<file path="src/rtl/down_counter_pkg.sv">
// rtl/down_counter_pkg.sv - shared counter width and constants for down_counter_5bit
package down_counter_pkg;

  localparam int CNT_W = 5;

  localparam logic [CNT_W-1:0] CNT_ZERO = '0;
  localparam logic [CNT_W-1:0] CNT_ONE  = CNT_W'(1);

endpackage

</file>
<file path="src/rtl/down_counter_5bit.sv">
// rtl/down_counter_5bit.sv - loadable saturating down counter with done pulse
// Optional simulation checks: define DOWN_COUNTER_5BIT_ASSERT_EN.
module down_counter_5bit
  import down_counter_pkg::*;
(
  input  logic             Clk,
  input  logic             Reset,
  input  logic [CNT_W-1:0] count,
  input  logic             Load,
  output logic [CNT_W-1:0] Q,
  output logic             shift_enable,
  output logic             done
);

  // Reset beats Load beats decrement; done only marks a 1->0 decrement.
  always_ff @(posedge Clk) begin
    if (Reset) begin
      Q    <= CNT_ZERO;
      done <= 1'b0;
    end else if (Load) begin
      Q    <= count;
      done <= 1'b0;
    end else if (Q != CNT_ZERO) begin
      Q    <= Q - CNT_ONE;
      done <= (Q == CNT_ONE);
    end else begin
      done <= 1'b0;
    end
  end

  assign shift_enable = (Q != CNT_ZERO);

`ifdef DOWN_COUNTER_5BIT_ASSERT_EN
  logic seen_reset;

  always_ff @(posedge Clk) begin
    if (Reset) seen_reset <= 1'b1;
  end

  wire armed = (seen_reset === 1'b1);

  a_no_increase: assert property (@(posedge Clk)
    ($past(armed) && !$past(Reset) && !$past(Load)) |-> (Q <= $past(Q)));

  a_no_wrap: assert property (@(posedge Clk)
    ($past(armed) && !$past(Reset) && !$past(Load)) |-> !(($past(Q) == CNT_ZERO) && (Q == {CNT_W{1'b1}})));

  a_shift_enable: assert property (@(posedge Clk)
    armed |-> (shift_enable == (Q != CNT_ZERO)));

  a_done_single: assert property (@(posedge Clk)
    (armed && done) |=> !done);

  a_no_x: assert property (@(posedge Clk)
    armed |-> !$isunknown({Q, shift_enable, done}));
`else
`endif

endmodule

</file>
<file path="config.mk">
export PLATFORM = sky130hd
export DESIGN_NAME = down_counter_5bit
export DESIGN_NICKNAME = d
export VERILOG_FILES = /design/src/rtl/down_counter_pkg.sv /design/src/rtl/down_counter_5bit.sv
export SDC_FILE = /design/constraint.sdc
export NUM_CORES = 1
export LEC_CHECK = 0
export CORE_AREA = 2 2 39 41
export CTS_BUF_LIST = sky130_fd_sc_hd__clkbuf_16
export DETAILED_ROUTE_END_ITERATION = 16
export DIE_AREA = 0 0 41 43
export GPL_TIMING_DRIVEN = 0
export PLACE_DENSITY = 0.51
export SLEW_MARGIN = 40
export SYNTH_ARGS = -nofsm -noshare
export SYNTH_HDL_FRONTEND = slang
export SYNTH_SLANG_ARGS = --single-unit
</file>
<file path="constraint.sdc">
create_clock -name Clk -period 1.5 [get_ports Clk]
set_input_delay 0.15 -clock Clk [delete_from_list [all_inputs] [get_ports Clk]]
set_output_delay 0.15 -clock Clk [all_outputs]
set_load 0.02 [all_outputs]
</file>
==> summary.md <==
| Metric | Value |
|---|---|
| Number of enable flip-flop cells after synthesis | 0 |
| Clock buffers created by TritonCTS | 3 |
| Wire length of the first global-routing pass | 1380 um |
| Count of unresolved DRC violations after routing | 0 |
| WL final | 904 um |
| Maximum number of pins on one net before global-route repair | 11 |
| Synthesized instance count | 39 |
| Relative slew margins | 0.804 |
| Fraction of the yosys area taken by sequential cells | 0.339 |
| RD Place Congestion | roughly 0.76 |
| Number of failing setup endpoints in the final timing report | 0 |
| Final worst-path cycle share | 0.982 |
| Row cnt | 14 |
| Met1 Resource Use GR | 0.151 |
| Cell taking the most area after synthesis | sky130_fd_sc_hd__dfxtp_1 |
| Cell Count Post-Placement | 68 |
| Net count of the finished layout | 68 |
| Synth Register Bits | 6 |
| I/O Pins | 15 |
| Worst-path maximum fanout | 6 |
| Met2 Track Usage GR | 0.156 |
| First-pass DRT Iterations | 3 |
| I/O Buffers | 13 |
| Predominant post-synthesis flop cell | sky130_fd_sc_hd__dfxtp_1 |
| Area share of the leading cell type in the synthesized netlist | 0.339 |
| Most frequent cells after synthesis | 6 x sky130_fd_sc_hd__dfxtp_1, 6 x sky130_fd_sc_hd__inv_1, 3 x sky130_fd_sc_hd__nand2_1 |
| Worst Setup Path Type | flip-flop to flip-flop |
| Layout area overhead | 71.4% |
| Top area cells in the synthesized netlist | sky130_fd_sc_hd__dfxtp_1 34%, sky130_fd_sc_hd__ha_1 7.1%, sky130_fd_sc_hd__nor4b_4 6.7%, sky130_fd_sc_hd__inv_1 6.4%, sky130_fd_sc_hd__nor4_2 3.5% |
| Maximum clock insertion buffer count | 2 |
| WP data arrival | 1.58 ns |
| Setup repair after global routing missed its margin | yes |
| Ys Warns | 0 |
| Maximum resistive drop on vdd | approximately 0.7 mV |
| Number of diodes added for antenna fixing | 0 |
| Fraction of layout cells with a size suffix above 1 | 0.268 |
| Effective utilization at floorplan | 0.256 |
| Routed wire length per instance | 12.6 um |
| Die Footprint | 1760 um^2 |
| GRT busiest layer | met2 |
| Type of the tightest min-delay check | input pin to flip-flop |
| Die extent in x | 41 um |
| Endpoints failing hold | 0 |
| Period minus WS final | 1.47 ns |
| Clock Root Buffer | sky130_fd_sc_hd__clkbuf_16 |
| Overall routing resource usage | 0.122 |
| Overflow left after global routing | 0 |
| Syn avg cell area | 9.08 um^2 |
| Via count of the first global-routing pass | 321 |
| Clock tree from TritonCTS | done |
| Maximum frequency from static timing analysis | 679 MHz |
| Post-Syn Area | 354 um^2 |
| Worst endpoint required time | about 1.6 ns |
| Reg clk slew, reported paths | 0.03 ns |
| DP HPWL | 606 um |
| Clock latency on the worst-skew pair | approximately 0.23 ns |
| Synthesized Nets | 49 |
| Leakage | 0.268 nW |
| Antenna violations before repair | 0 |
| Smallest hold slack | 0.258 ns |
| Number of standard cells in the layout, taps in and fillers out | 72 |
| Post-DR vias/cell | between 4 and 5 |
| Max-slew violation count | 0 |
| Maximum capacitance violations | 0 |
| Critical Path End Type | flip-flop |
| CTS HTree Levels | 1 |
| Hold-fix buffer count after cts | 0 |
| Kind of start point of the critical path | flip-flop |
| P per Cell Area | 1390 nW/um^2 |
| Worst Tran Pin Value | 0.292 ns |
| Fraction of registers with async set/reset | 0 |
| Core Footprint | 1380 um^2 |
| Count of antenna-violating nets left after detailed routing | 0 |
| Distinct cells, synth | 24 |
| Worst clock skew | 0.00213 ns |
| Vertical die dimension | 43 um |
| Detailed-route via count | between 300 and 400 |
| Global routing met3 resource utilization | 0.0366 |
| Number of DRC markers after the initial detailed-route iteration | 5 |
| Status | complete, no violations |
| Clock tree sinks | 6 |
final timing paths:
check / from / endpoint / slack [ns] / depth (start not counted)
worst max register to register: Q[0]$_SDFFE_PP0P_ / Q[1]$_SDFFE_PP0P_ / 0.03 / 6
worst min register to register: Q[0]$_SDFFE_PP0P_ / Q[0]$_SDFFE_PP0P_ / 0.56 / 2
worst min-delay path: Load / Q[2]$_SDFFE_PP0P_ / 0.26 / 3
worst max-delay path: Q[0]$_SDFFE_PP0P_ / Q[1]$_SDFFE_PP0P_ / 0.03 / 6
power by group:
part	leakage, nW	total (mW)	switching, mW	internal [mW]
registers	0.0504	0.204	0.0256	0.178
clock network	0.0370	0.436	0.0934	0.343
logic	0.180	0.204	0.0919	0.112
placed cells by master (no fill, tap or decap), types with 2 or more instances in the layout:
cell / netlist / routed
sky130_fd_sc_hd__a21oi_1: 2 / 2
sky130_fd_sc_hd__nand2_1: 3 / 3
sky130_fd_sc_hd__dlymetal6s2s_1: 0 / 2
sky130_fd_sc_hd__clkdlybuf4s50_1: 0 / 10
sky130_fd_sc_hd__nor2_1: 2 / 2
sky130_fd_sc_hd__inv_1: 6 / 4
sky130_fd_sc_hd__buf_2: 1 / 2
sky130_fd_sc_hd__dfxtp_1: 6 / 4
sky130_fd_sc_hd__clkbuf_16: 0 / 3
registers in the layout (all words and copies together), names as in the netlist:
register,count
Q,5
done,1
layer usage:
layer	wire, um	up-vias
met5	0	-
met4	36	0
met3	61	5
met2	381	14
met1	424	156
li1	-	176
critical path, cell delays in order (launching register included):
cell,delay (ns)
sky130_fd_sc_hd__dfxtp_4,0.37
sky130_fd_sc_hd__inv_4,0.04
sky130_fd_sc_hd__ha_4,0.17
sky130_fd_sc_hd__nor4b_4,0.13
sky130_fd_sc_hd__buf_4,0.16
sky130_fd_sc_hd__and4_2,0.22
sky130_fd_sc_hd__a311o_1,0.26
stage by stage:
stage | setup slack [ns] | power, mW | setup TNS, ns | util | area [um^2]
3_3_place_gp | -0.288 | 0.393 | -0.369 | 0.366 | 507
2_1_floorplan | 0.0349 | 0.315 | 0 | - | 357
5_1_grt | -0.0175 | 0.883 | -0.0175 | 0.439 | 607
3_5_place_dp | -0.283 | 0.392 | -0.336 | 0.366 | 507
4_1_cts | 0.000996 | 0.847 | 0 | 0.433 | 599
6_report | 0.0265 | 0.844 | 0 | 0.439 | 607
final cells by class:
cell class,count,area (um^2)
fill,145,777
multi-input combinational,26,219
timing repair buffer,14,138
sequential,6,125
clock buffer,3,75.1
inverter,6,25.0
tap,16,20.0
buffer,1,5.00
timing repair:
item	CTS	global route
pin swaps	0	2
setup endpoints to repair	2	5
gates resized for setup	8	4
setup buffers	1	0
logic make-up after synthesis:
logic type / Yosys count / share of synthesized area
xor gates and xnor gates: 1 / 0.0247
DFF: 6 / 0.339
adders and majority gates: 2 / 0.0707
AOI/OAI and AO/OA: 6 / 0.127
buffers and inverters: 7 / 0.0777
and+or+nand+nor: 17 / 0.360
No activity file was read; power rests on OpenSTA's default activity.
